<file path="config.mk">
export PLATFORM = sky130hd
export DESIGN_NAME = jtag_tap_ctrl
export DESIGN_NICKNAME = d
export VERILOG_FILES = /design/src/rtl/jtag_tap_ctrl.sv
export SDC_FILE = /design/constraint.sdc
export NUM_CORES = 1
export LEC_CHECK = 0
export CORE_AREA = 2 2 43 45
export DETAILED_ROUTE_END_ITERATION = 16
export DIE_AREA = 0 0 45 47
export PLACE_DENSITY_LB_ADDON = 0.1
export SLEW_MARGIN = 20
export SYNTH_ARGS = -nofsm -noshare
export SYNTH_HDL_FRONTEND = slang
export SYNTH_SLANG_ARGS = --single-unit
</file>
<file path="constraint.sdc">
create_clock -name iclk -period 1.4 [get_ports iclk]
set_input_delay 0.21 -clock iclk [delete_from_list [all_inputs] [get_ports iclk]]
set_output_delay 0.21 -clock iclk [all_outputs]
set_load 0.05 [all_outputs]
</file>
<file path="src/rtl/jtag_tap_ctrl.sv">
// jtag_tap_ctrl: IEEE 1149.1 TAP controller clocked by iclk.
// The tck/tms/tdi pins are synchronised and tck edges are detected.
// The 16-state TAP FSM is stepped on each detected tck rise.
// The FSM drives single-iclk capture/shift/update strobes for the IR and DR cell chains.
// Optional build macro JTAG_TRSTN_EN adds the trstn pin. While the synchronised trstn
// is low, the FSM is held in Test-Logic-Reset and all strobes are suppressed.
module jtag_tap_ctrl #(
   parameter int SYNC_STAGES = 2
) (
   input  logic       iclk,
   input  logic       resetn,
   input  logic       tck,
   input  logic       tms,
   input  logic       tdi,
`ifdef JTAG_TRSTN_EN
   input  logic       trstn,
`endif
   output logic       tdi_s,
   output logic [3:0] tap_state,
   output logic       tlr,
   output logic       shift_ir,
   output logic       clk_ir,
   output logic       update_ir,
   output logic       shift_dr,
   output logic       clk_dr,
   output logic       update_dr,
   output logic       ir_sel,
   output logic       tdo_en
);

   typedef enum logic [3:0] {
      TLR   = 4'hF,
      RTI   = 4'hC,
      SELDR = 4'h7,
      CAPDR = 4'h6,
      SHDR  = 4'h2,
      EX1DR = 4'h1,
      PSDR  = 4'h3,
      EX2DR = 4'h0,
      UPDDR = 4'h5,
      SELIR = 4'h4,
      CAPIR = 4'hE,
      SHIR  = 4'hA,
      EX1IR = 4'h9,
      PSIR  = 4'hB,
      EX2IR = 4'h8,
      UPDIR = 4'hD
   } tap_state_e;

   logic [SYNC_STAGES-1:0] tck_sync_q;
   logic [SYNC_STAGES-1:0] tms_sync_q;
   logic [SYNC_STAGES-1:0] tdi_sync_q;
   logic                   tck_s;
   logic                   tms_s;
   logic                   tdi_sync_s;

   logic                   tck_dly_q;
   logic                   tck_rise_q;
   logic                   tck_fall_q;
   logic                   tms_smp_q;
   logic                   tdi_s_q;
   logic                   rise_now;
   logic                   fall_now;

   logic                   trst_act;

   tap_state_e             state_q;
   tap_state_e             state_d;
   logic                   tdo_en_q;
   logic                   tdo_en_d;
   logic                   ir_sel_q;
   logic                   ir_sel_d;

   // Pin synchronisers: each pin passes through SYNC_STAGES flops.
   always_ff @(posedge iclk or negedge resetn) begin
      if (!resetn) begin
         tck_sync_q <= '0;
         tms_sync_q <= '0;
         tdi_sync_q <= '0;
      end else begin
         tck_sync_q <= {tck_sync_q[SYNC_STAGES-2:0], tck};
         tms_sync_q <= {tms_sync_q[SYNC_STAGES-2:0], tms};
         tdi_sync_q <= {tdi_sync_q[SYNC_STAGES-2:0], tdi};
      end
   end

   assign tck_s      = tck_sync_q[SYNC_STAGES-1];
   assign tms_s      = tms_sync_q[SYNC_STAGES-1];
   assign tdi_sync_s = tdi_sync_q[SYNC_STAGES-1];
   assign rise_now   = tck_s & ~tck_dly_q;
   assign fall_now   = ~tck_s & tck_dly_q;

   // Edge detection and pin sampling. tms/tdi are captured on the same edge
   // that raises tck_rise, so they hold the values seen at the tck rise.
   always_ff @(posedge iclk or negedge resetn) begin
      if (!resetn) begin
         tck_dly_q  <= 1'b0;
         tck_rise_q <= 1'b0;
         tck_fall_q <= 1'b0;
         tms_smp_q  <= 1'b0;
         tdi_s_q    <= 1'b0;
      end else begin
         tck_dly_q  <= tck_s;
         tck_rise_q <= rise_now;
         tck_fall_q <= fall_now;
         if (rise_now) begin
            tms_smp_q <= tms_s;
            tdi_s_q   <= tdi_sync_s;
         end
      end
   end

`ifdef JTAG_TRSTN_EN
   logic [SYNC_STAGES-1:0] trst_sync_q;

   // trstn synchroniser: resetn asserts it asynchronously, and release is synchronous.
   always_ff @(posedge iclk or negedge resetn) begin
      if (!resetn) begin
         trst_sync_q <= '0;
      end else begin
         trst_sync_q <= {trst_sync_q[SYNC_STAGES-2:0], trstn};
      end
   end

   assign trst_act = ~trst_sync_q[SYNC_STAGES-1];
`else
   assign trst_act = 1'b0;
`endif

   // State, tdo enable and chain select registers.
   always_ff @(posedge iclk or negedge resetn) begin
      if (!resetn) begin
         state_q  <= TLR;
         tdo_en_q <= 1'b0;
         ir_sel_q <= 1'b0;
      end else begin
         state_q  <= state_d;
         tdo_en_q <= tdo_en_d;
         ir_sel_q <= ir_sel_d;
      end
   end

   // Next-state logic for the TAP graph. It advances only on a tck rise; trst overrides.
   always_comb begin
      state_d = state_q;
      if (trst_act) begin
         state_d = TLR;
      end else if (tck_rise_q) begin
         case (state_q)
            TLR:     state_d = tms_smp_q ? TLR   : RTI;
            RTI:     state_d = tms_smp_q ? SELDR : RTI;
            SELDR:   state_d = tms_smp_q ? SELIR : CAPDR;
            CAPDR:   state_d = tms_smp_q ? EX1DR : SHDR;
            SHDR:    state_d = tms_smp_q ? EX1DR : SHDR;
            EX1DR:   state_d = tms_smp_q ? UPDDR : PSDR;
            PSDR:    state_d = tms_smp_q ? EX2DR : PSDR;
            EX2DR:   state_d = tms_smp_q ? UPDDR : SHDR;
            UPDDR:   state_d = tms_smp_q ? SELDR : RTI;
            SELIR:   state_d = tms_smp_q ? TLR   : CAPIR;
            CAPIR:   state_d = tms_smp_q ? EX1IR : SHIR;
            SHIR:    state_d = tms_smp_q ? EX1IR : SHIR;
            EX1IR:   state_d = tms_smp_q ? UPDIR : PSIR;
            PSIR:    state_d = tms_smp_q ? EX2IR : PSIR;
            EX2IR:   state_d = tms_smp_q ? UPDIR : SHIR;
            UPDIR:   state_d = tms_smp_q ? SELDR : RTI;
            default: state_d = TLR;
         endcase
      end
   end

   // Cell strobes and shift levels decoded from the current state. tdo_en and ir_sel
   // are updated on the tck fall.
   always_comb begin
      clk_ir    = 1'b0;
      clk_dr    = 1'b0;
      update_ir = 1'b0;
      update_dr = 1'b0;
      shift_ir  = 1'b0;
      shift_dr  = 1'b0;
      tdo_en_d  = tdo_en_q;
      ir_sel_d  = ir_sel_q;
      if (trst_act) begin
         tdo_en_d = 1'b0;
         ir_sel_d = 1'b0;
      end else begin
         shift_ir  = (state_q == SHIR);
         shift_dr  = (state_q == SHDR);
         clk_ir    = tck_rise_q & ((state_q == CAPIR) | (state_q == SHIR));
         clk_dr    = tck_rise_q & ((state_q == CAPDR) | (state_q == SHDR));
         update_ir = tck_fall_q & (state_q == UPDIR);
         update_dr = tck_fall_q & (state_q == UPDDR);
         if (tck_fall_q) begin
            tdo_en_d = (state_q == SHIR) | (state_q == SHDR);
            ir_sel_d = (state_q == SHIR) | (ir_sel_q & (state_q != SHDR));
         end
      end
   end

   assign tap_state = state_q;
   assign tlr       = (state_q == TLR);
   assign tdi_s     = tdi_s_q;
   assign tdo_en    = tdo_en_q;
   assign ir_sel    = ir_sel_q;

endmodule

</file>
# Yosys cells after proc, flatten, opt, wreduce, memory -nomap -nowiden
# Index checks and enable logic that the tools add are counted.
# W data, S select, Z words.
op_classes:
  reduce_logical: 4
  n_bitwise: 13
  eq_ne: 16
  mux: 13
ops:
  columns: ["operator", "n"]
  rows:
  - ["$pmux W4 S12", 1]
  - ["$eq A4 B4 Y1 const B", 8]
  - ["$eq A4 B3 Y1 const B", 4]
  - ["$mux W2", 6]
  - ["$mux W3", 4]
  - ["$eq A4 B2 Y1 const B", 2]
  - ["$and A1 B1 Y1", 7]
  - ["$eq A4 B1 Y1 const B", 1]
  - ["$logic_not A4 Y1", 1]
  - ["$mux W4", 1]
  - ["$ne A4 B2 Y1 const B", 1]
  - ["$or A1 B1 Y1", 4]
  - ["$reduce_or A2 Y1", 2]
  - ["$reduce_or A3 Y1", 1]
  - ["$not A1 Y1", 2]
  - ["$mux W1", 1]
totals:
  output_inout_bits: 14
  input_bits: 5
  reg_bits: 17
  word_cells: 57

# Longest topological paths before layout
# Gate-level depths: netlist of the first run.
depth:
  ltp_word: 3
  mapped_depth: 4
  ltp_nobuf: 3

# Worst setup path before layout of the first run
# OpenSTA, ideal clock, no wires.
synth_timing:
  path_type: "reg2out"
  start: "register state_q[0] (netlist: tap_state[0])"
  end: "output update_dr"
  slack_ns: -0.927
  t_required_ns: 1.190
  arrival_ns: 2.117
  n_path_buf: 1
  stages_incl_launch_ff: 4
  path_cell_list: "dfstp_2 buf_6 nand3b_1 nor3b_1"
synth_via:
  elab_chain_len: 2
synth_lines:
  columns: ["item", "line", "rtl"]
  rows:
  - ["from (decl)", "67", "tap_state_e state_q;"]
  - ["from (signal assigned)", "137", "state_q <= state_d;"]
  - ["$eq A4 B3 Y1", "191", "update_dr = tck_fall_q & (state_q == UPDDR);"]
  - ["$and A1 B1 Y1", "191", null]
  - ["to (decl)", "26", "output logic update_dr,"]
# No other way between the ends.

# Worst setup path in the final report of the first run
layout_timing:
  start: "register state_q[1] (netlist: tap_state[1])"
  end: "output shift_dr"
layout_via:
  elab_chain_len: 1
layout_lines:
  columns: ["item", "line", "rtl"]
  rows:
  - ["$eq A4 B2 Y1", "187", "shift_dr = (state_q == SHDR);"]
  - ["to (decl)", "24", "output logic shift_dr,"]
# No other way between the ends.

==> out/metrics.cfg, run 1 <==
[layout]
diodes=0
instances_no_fill=109
fillers=113
drive_above_1_share_pct=53.3
area_growth_pct=75.1
utilization_pct=74.0
seqCellArea_um2=434
fin_nets=98
multiInputGateArea_um2=295

[die]
coreArea_mm2=0.00165
dieWidth_um=45
std_cell_rows=15
initial_utilization_pct=42.3
die_y_um=47
io_pins=19
dieArea_mm2=0.00212

[logic_synthesis]
yosys-top-cells-area=dfrtp_1 47%, dfstp_2 15%, mux2_2 4.8%
synth_top_family_by_area=simple AND/OR/NAND/NOR gates
synth_area_um2=698
synth.area.mux_share_pct=6.99
yosys.area.top_type_share_pct=46.6
synth_xor_xnor_area_share_pct=0
synth-compound-area-share_pct=9.50
ys_types=24
synth-simple-area-share_pct=17.9
synthCells=59
ys_seq_area_share_pct=61.6
synth-warning-count=0
syn_area_per_cell_um2=11.8
synth_area_leader_cell=dfrtp_1
synth_nets=64
ys_seq_elements=17
synth_fa_ha_area_share_pct=0

[pwr]
p_switching_mw=1.03
p_int_mw=1.57
p_per_area_mw_per_mm2=2120
p_comb_share_pct=61.0
power_frac_clock_pct=9.2
peakVddDrop_mv=1.21
seq_power_share_pct=29.8
leakagePower_nw=0.543
sw_frac_of_total_pct=39.6

[grt]
antenna_found_initial=0
grt_use_total_pct=16.4
overflow=0
grt_pass1_wl_um=2420
grt_pass1_vias=534
grt_max_degree=18

[setup_path]
r2r_cells=5
crit_cells=3
path_buf_inv=1
reg2reg_setup_slack_ns=-0.17
cp_slowest_cell=dfstp_4
critPathCaptureType=primary output
crit_type=flop to primary output
cp-start-kind=flop
critPathRequiredTime_ns=1.19
crit_family=flip-flops
cp_max_fo=6
cp_cell_sequence=nor3b_4 -> nor2b_4 -> buf_12
cp.arrival_ns=1.51
slowest_delay_ns=0.65

[place]
place_congestion=0.730
dp_hpwl_um=987
portBuffers=18
place_inst=98

[sta]
final-max-slew-violation-count=0
timing.slew.headroom_pct=82.9
setup_viol=9
timing.fmax_ghz=0.583
finalHoldViolCount=0
rsz0062_at_grt=true
fin_hold_ws_ns=0.236
fin_worst_skew_ns=0.00342
finalCritPeriodShare_pct=123
worstMarginPinSlew_ns=0.256
worst_slack_ns=-0.315
min_period_ns=1.72

[flow_run]
max_cap_violations=0

[drt]
ant_nets=0
viasPerCell=5.01
vias=546
drt-pass1-iter-count=1
wl_um=1400
drc=0
drt-initial-drc-count=0
drt-wirelength-per-cell_um=12.9

[status]
violations=negative setup slack
status=complete, but fails checks

[clock_network]
ctsRootBufferMaster=clkbuf_4
cts_htree_levels=1
cts_buffers=3
cts_tree=yes
clk_latency_ns=0.28
numClockSinks=17
cts_buffer_depth=2
clkTransAtPathRegs_ns=0.09
ctsHoldBuffers=0

[worst_hold_path]
hold_path_class=input port to async pin

-- worst reg2reg max path, cell delays in order (launching register included) --
cell and delay (ns):
dfstp_4 0.65, nor3b_4 0.24, buf_4 0.15, buf_6 0.09, nand2_4 0.04, mux2_4 0.29
-- timing repair --
item | CTS | global route
setup endpoints to repair | 10 | 10
buffers inserted | 5 | 2
pin swaps | 3 | 1
resized for setup | 7 | 2
cloned | 0 | 0
-- state kept, by name (all words and copies together), names as in the netlist, 2 cells and up --
signal and flops:
tap_state 4, tck_sync_q 2, tdi_sync_q 2, tms_sync_q 2
-- metal layers --
layer	global-route usage, %	part of all wire (%)	vias up
li1	-	-	268
met1	19.6	38	261
met2	28.3	56	15
met3	1.92	4.3	2
met4	10.6	0.86	0
met5	0	0	-
-- cell type report --
cell class	instances	area share (%)
tap	17	1.74
clock buffer	3	1.84
timing repair buffer	32	35.7
clock inverter	1	0.409
inverter	2	0.614
sequential	17	35.5
multi-input combinational	37	24.2
-- path summary, 6_finish.rpt --
path | end | start
worst max-delay path | shift_dr | tap_state[1]
worst min-delay path | tck_sync_q[1] | resetn
worst max register to register | ir_sel | tap_state[1]
worst min register to register | tck_sync_q[1] | tck_sync_q[0]
max in group asynchronous | tap_state[0] | resetn
min in group iclk | tdi_sync_q[0] | tdi
-- metrics by stage --
stage               setup TNS (ns)  power (mW)  cell area [µm²]  setup WS, ns
global route                 -2.52        2.74             1220        -0.396
floorplan                   -0.930        1.51              746        -0.309
detailed placement         -0.0611        2.17             1110       -0.0254
global placement          -0.00576        2.16             1110      -0.00576
finish                       -1.89        2.59             1220        -0.315
CTS                          -1.91        2.59             1200        -0.304
-- cells in the mapped netlist --
cell type	number
and3_1	1
o31a_1	1
nor2_1	4
nand2_1	6
mux2_4	1
buf_2	1
buf_6	1
a21oi_1	2
inv_1	2
o21ai_0	5
o21bai_1	1
a21boi_0	1
clkbuf_1	1
and2_1	1
a21o_1	1
mux2_2	3
dfrtp_1	13
nor3b_2	1
and4_1	1
nand4_1	1
nor2b_1	4
nand3b_1	2
dfstp_2	4
nor3b_1	1
-- placed cells by master (no fill, tap or decap), types with 2 or more instances in the layout --
cell              n
nand3b_1          2
clkbuf_4          3
a21oi_1           2
mux2_2            3
nor3b_4           2
buf_4             9
nor2_1            2
o21ai_0           5
nor2b_1           2
inv_1             2
clkdlybuf4s50_1   4
buf_6             4
nand2_1           5
buf_12           14
dfstp_2           3
dfrtp_1          13
-- kinds of logic (layout without fill, tap and decap cells) --
group / count (synthesis) / after routing
flip-flops: 17 / 17
AO/OA/AOI/OAI: 11 / 11
AND/OR/NAND/NOR: 22 / 22
buffers and inverters: 5 / 38
multiplexers: 4 / 4
-- power groups by stage --
stage / combinational [mW] / clock [mW] / sequential, mW
global route: 1.67 / 0.275 / 0.792
detailed placement: 1.36 / 0 / 0.811
global placement: 1.35 / 0 / 0.803
CTS: 1.54 / 0.265 / 0.776
floorplan: 0.497 / 0 / 1.01
finish: 1.58 / 0.239 / 0.773
No activity file was read; power rests on OpenSTA's default activity.
==> inputs of run 2 (changes only) <==
--- a/config.mk
+++ b/config.mk
@@ -13,3 +13,4 @@
 export SYNTH_ARGS = -nofsm -noshare
 export SYNTH_HDL_FRONTEND = slang
 export SYNTH_SLANG_ARGS = --single-unit
+export TNS_END_PERCENT = 30
==> run 2 against run 1 <==
Highest routed layer unchanged. Worst hold slack improved by 0.0050 ns. Largest power group unchanged. Sequential power rose by 2%. Register-to-register slack improved by 0.04 ns. Die area did not move. Core utilization fell by 2.2 points. Clock skew fell by 0.00069 ns. Critical path depth did not move. Clock power barely moved. The flow still finishes with violations (negative setup slack). Critical path type unchanged. Global-route usage fell by 3.2 points.
==> out/metrics.cfg, run 2 (synthesis gave the netlist of run 1 again) <==
[die]
coreArea_mm2=0.00165  ; unchanged
die_y_um=47  ; unchanged
dieArea_mm2=0.00212  ; unchanged
io_pins=19  ; unchanged
initial_utilization_pct=42.3  ; unchanged
std_cell_rows=15  ; unchanged
dieWidth_um=45  ; unchanged

[layout]
diodes=0  ; unchanged
area_growth_pct=69.9
utilization_pct=71.8  ; -2.2 points
drive_above_1_share_pct=48.9  ; -4.4 points
largest_register_ffs=4  ; unchanged
mostFrequentLayoutCells=14 x buf_12, 13 x dfrtp_1
fillers=108  ; -4.4%
layout_commonest_cell=buf_12
design_area_mm2=0.00119  ; -3.0%
fin_nets=94  ; -4.1%

[drt]
drc=0  ; unchanged
vias=518  ; -5.1%
ant_nets=0  ; unchanged
drt-wirelength-per-cell_um=10.9  ; -16%
drt-pass1-iter-count=4  ; +3
wl_um=1140  ; -19%
drt-initial-drc-count=9  ; +9
viasPerCell=4.93  ; -1.5%

[clock_network]
cts_buffers=3  ; unchanged
ctsRootBufferMaster=clkbuf_4
cts_buffer_depth=2  ; unchanged
clkTransAtPathRegs_ns=0.09  ; about the same
cts_htree_levels=1  ; unchanged
numClockSinks=17  ; unchanged
clk_latency_ns=0.27  ; about the same
cts_tree=yes
ctsHoldBuffers=0  ; unchanged

[grt]
busiest_layer=met2
grt_pass1_wl_um=1990  ; -17%
antenna_found_initial=0  ; unchanged
overflow=0  ; unchanged
grt_max_degree=18  ; unchanged
use_met1_pct=19.2  ; -0.40 points
grt_pass1_vias=478  ; -10%
grtUsageMet2_pct=19.7  ; -8.6 points
grt_use_total_pct=13.2  ; -3.2 points
use_met3_pct=1.15  ; -0.77 points

[place]
dpl_worst_slack_ns=0.00714  ; +0.0326 ns
dpl_cell_area_mm2=0.00108  ; -2.6%
place_congestion=0.722  ; -1.2%
dp_hpwl_um=835  ; -15%
portBuffers=18  ; unchanged

[setup_path]
reg2reg_from=tap_state[1]
cp.arrival_ns=1.45  ; -0.06 ns
critPathRequiredTime_ns=1.19  ; about the same
cp_max_fo=4  ; -2
cp-start-kind=flop
startpoint=tap_state[1]
crit_type=flop to primary output
critPathCaptureType=primary output
r2r_cells=5  ; unchanged

[sta]
fin_hold_ws_ns=0.241  ; +0.00502 ns
fin_worst_skew_ns=0.00273  ; -0.000690 ns
timing.slew.headroom_pct=83.1  ; +0.15 points
worst_slack_ns=-0.258  ; +0.0577 ns
timing.fmax_ghz=0.603  ; +3.5%
final-max-slew-violation-count=0  ; unchanged
worstMarginPinSlew_ns=0.254  ; -0.00227 ns
min_period_ns=1.66  ; -0.0576 ns
finalHoldViolCount=0  ; unchanged
setup_viol=10  ; +1
rsz0062_at_grt=true
finalCritPeriodShare_pct=118  ; -4.1 points

[flow_run]
max_cap_violations=0  ; unchanged

[status]
violations=negative setup slack
status=complete, but fails checks

[pwr]
peakVddDrop_mv=1.05  ; -13%
leakagePower_nw=0.526  ; -3.1%
p_per_area_mw_per_mm2=2090  ; -1.6%

[worst_hold_path]
hold_path_class=input port to async pin

==> run 2: worst paths after layout <==
| kind | endpoint | slack (ns) |
|---|---|---|
| worst max-delay path | shift_dr | -0.26 |
| worst min-delay path | tck_sync_q[0] | 0.24 |
| worst min register to register | tdi_sync_q[1] | 0.36 |
| max in group asynchronous | tap_state[0] | 0.91 |
| worst max register to register | ir_sel | -0.13 |
| min in group iclk | tdi_sync_q[1] | 0.36 |
==> run 2: cell type report <==
type | instances | area [µm²] | area share (%)
Sequential cell | 17 | 434 | 36.6
Multi-Input combinational cell | 37 | 283 | 23.8
Timing Repair Buffer | 28 | 414 | 34.9
Clock buffer | 4 | 26.3 | 2.22
Tap cell | 17 | 21.3 | 1.79
Inverter | 2 | 7.51 | 0.633
==> run 2: report_power, final <==
part	internal (mW)	leakage (nW)	switching [mW]	total (mW)
clock network	0.110	0.0150	0.128	0.239
logic	0.759	0.310	0.693	1.45
registers	0.640	0.201	0.146	0.786
==> run 2: what timing repair did <==
item | 4_1_cts | 5_1_grt
pin swaps | 1 | 1
resized for setup | 4 | 6
setup buffers | 3 | 2
setup endpoints to repair | 9 | 13
==> run 2: metal layers <==
layer	wire length [µm]	vias up	part of all wire [%]
li1	-	261	-
met1	489	237	43
met2	575	18	50
met3	62	2	5.4
met4	14	0	1.2
met5	0	-	0
==> run 2: worst max-delay path: stages, from the launching register on <==
cell and delay, ns:
dfstp_4 0.63, nor3b_4 0.21, nor2b_4 0.19, buf_12 0.14
==> run 2: stage by stage <==
step	cells	TNS [ns]	power, mW
final	105	-1.83	2.48
after global routing	105	-2.64	2.62
after CTS	103	-1.94	2.43
after detailed placement	96	0	2.09
after global placement	96	0	2.09
after floorplan	59	-1.71	1.47
==> inputs of run 3 (changes only) <==
--- a/config.mk
+++ b/config.mk
@@ -5,10 +5,11 @@
 export SDC_FILE = /design/constraint.sdc
 export NUM_CORES = 1
 export LEC_CHECK = 0
-export CORE_AREA = 2 2 43 45
+export CORE_AREA = 2 2 42 44
 export DETAILED_ROUTE_END_ITERATION = 16
-export DIE_AREA = 0 0 45 47
+export DIE_AREA = 0 0 44 46
 export PLACE_DENSITY_LB_ADDON = 0.1
+export SETUP_SLACK_MARGIN = 0.02
 export SLEW_MARGIN = 20
 export SYNTH_ARGS = -nofsm -noshare
 export SYNTH_HDL_FRONTEND = slang
==> constraint.sdc (replaced) <==
create_clock -name iclk -period 2.02 [get_ports iclk]
set_input_delay 0.303 -clock iclk [delete_from_list [all_inputs] [get_ports iclk]]
set_output_delay 0.303 -clock iclk [all_outputs]
set_load 0.05 [all_outputs]
==> run 3 against run 2 <==
The run now ends clean. Core utilization decreased by 11 points. Combinational power down 56%. Wire length down 2.9%. Die area fell by 4.3%. Clock power is 31% lower. Worst setup slack better by 0.44 ns. Critical path depth did not move. Clock skew increased by 0.0017 ns. Global-route usage decreased by 0.38 points. Register-to-register slack improved by 0.78 ns. Critical path type unchanged. Critical endpoint unchanged. Highest routed layer unchanged.
==> out/metrics.cfg, run 3 (synthesis gave the netlist of run 1 again) <==
[sta]
setup-tns-final_ns=0  ; +1.83 ns
finalCritPeriodShare_pct=91.1
finalHoldViolCount=0  ; unchanged
timing.slew.headroom_pct=66.9  ; -16 points
min_period_ns=1.84
worstMarginPinSlew_ns=0.495  ; +0.241 ns
fin_worst_skew_ns=0.00444  ; +0.00172 ns
timing.fmax_ghz=0.544
setup_viol=0  ; -10
final-max-slew-violation-count=0  ; unchanged
fin_hold_ws_ns=0.333  ; +0.0918 ns
rsz0062_at_grt=false

[setup_path]
cp_max_fo=9  ; +5
cp.arrival_ns=1.54  ; +0.09 ns
cp-start-kind=flop
reg2reg_setup_slack_ns=0.65  ; +0.78 ns
critPathCaptureType=primary output
critPathRequiredTime_ns=1.72  ; +0.53 ns
reg2reg_from=tap_state[1]
reg2reg_to=ir_sel
r2r_cells=3  ; -2
crit_type=flop to primary output

[grt]
busiest_layer=met2
use_met3_pct=1.19  ; +0.037 points
grt_max_degree=18  ; unchanged
grt_use_total_pct=12.8  ; -0.38 points
grtUsageMet2_pct=20.9  ; +1.2 points
overflow=0  ; unchanged
antenna_found_initial=0  ; unchanged
use_met1_pct=16.8  ; -2.4 points
grt_pass1_vias=425  ; -11%
grt_pass1_wl_um=1860  ; -6.9%

[status]
status=finished clean

[drt]
drt-initial-drc-count=1  ; -8
drc=0  ; unchanged
ant_nets=0  ; unchanged
viasPerCell=5.06  ; +2.6%
drt-pass1-iter-count=4  ; unchanged
vias=486  ; -6.2%
wl_um=1110  ; -2.9%
drt-wirelength-per-cell_um=11.6  ; +6.2%

[clock_network]
ctsRootBufferMaster=clkbuf_4
cts_buffers=3  ; unchanged
clkTransAtPathRegs_ns=0.09  ; about the same
numClockSinks=17  ; unchanged
cts_buffer_depth=2  ; unchanged
clk_latency_ns=0.27  ; about the same
ctsHoldBuffers=0  ; unchanged
cts_tree=yes
cts_htree_levels=1  ; unchanged

[layout]
instances_no_fill=96  ; -8.6%
area_growth_pct=40.5
drive_above_1_share_pct=31.6  ; -17 points
mostFrequentLayoutCells=13 x dfrtp_1, 7 x clkdlybuf4s50_1, 7 x buf_12
layout_commonest_cell=dfrtp_1
utilization_pct=60.8  ; -11 points
largest_register_ffs=4  ; unchanged
diodes=0  ; unchanged
fin_nets=85  ; -9.6%

[place]
portBuffers=18  ; unchanged
place_congestion=0.756  ; +4.8%
place_inst=92  ; -4.2%
dp_hpwl_um=845  ; +1.3%

[flow_run]
max_cap_violations=0  ; unchanged

[die]
die_y_um=46  ; -2.1%
coreArea_mm2=0.00161  ; -2.3%
std_cell_rows=15  ; unchanged
dieArea_mm2=0.00202  ; -4.3%
io_pins=19  ; unchanged
dieWidth_um=44  ; -2.2%
initial_utilization_pct=43.3  ; +0.98 points

[pwr]
peakVddDrop_mv=0.790  ; -25%
finalPower_mw=1.36  ; -45%
leakagePower_nw=0.423  ; -20%
p_per_area_mw_per_mm2=1380  ; -34%

[worst_hold_path]
hold_path_class=input port to async pin

==> run 3: cell types whose count changed in the layout (fill, tap and decap cells not counted), sizes merged <==
cell | before | now
clkinv | 0 | 1
clkbuf | 4 | 3
buf | 24 | 11
clkdlybuf4s50 | 4 | 7
dlygate4sd2 | 0 | 1
==> run 3: how the worst max path moves through the flow <==
stage | startpoint | endpoint | slack (ns) | depth (start not counted)
floorplan | tap_state[1] | shift_dr | 0.02 | 2
global placement | tap_state[1] | tap_state[1] | 0.35 | 1
detailed placement | tap_state[1] | tap_state[1] | 0.34 | 1
CTS | tap_state[1] | shift_dr | 0.15 | 3
global route | tap_state[1] | shift_dr | 0.1 | 3
finish | tap_state[1] | shift_dr | 0.18 | 3
==> run 3: report_power, final <==
| part | internal, mW | switching, mW | total [mW] |
|---|---|---|---|
| clock | 0.0733 | 0.0912 | 0.164 |
| sequential | 0.438 | 0.118 | 0.556 |
| combinational | 0.255 | 0.380 | 0.635 |
==> run 3: repair_timing <==
| action | 4_1_cts | 5_1_grt |
|---|---|---|
| setup buffers | 0 | 0 |
| endpoints found under the setup margin | 1 | 0 |
| resized for setup | 1 | 0 |
==> run 3: metal layers <==
layer  up-vias  share of wire, %
met3         2               3.7
met1       230                46
met5         -                 0
met2        13                49
li1        241                 -
met4         0               1.2
==> run 3: area by class of cell <==
class | count | area, µm²
clock inverter | 1 | 5.00
sequential | 17 | 430
clock buffer | 3 | 22.5
inverter | 2 | 7.51
timing repair buffer | 19 | 249
fill | 136 | 633
multi-input combinational | 37 | 245
tap | 17 | 21.3
==> run 3: worst max-delay path, cell delays in order (launching register included) <==
cell	delay, ns
dfstp_2	0.60
nor3b_2	0.24
nor2b_1	0.25
buf_12	0.17
==> run 3: metrics by stage <==
step                instance area (µm²)  worst slack [ns]
finish                              981             0.180
global route                        981            0.0981
CTS                                 981             0.148
detailed placement                  955             0.338
global placement                    955             0.349
floorplan                           703            0.0207
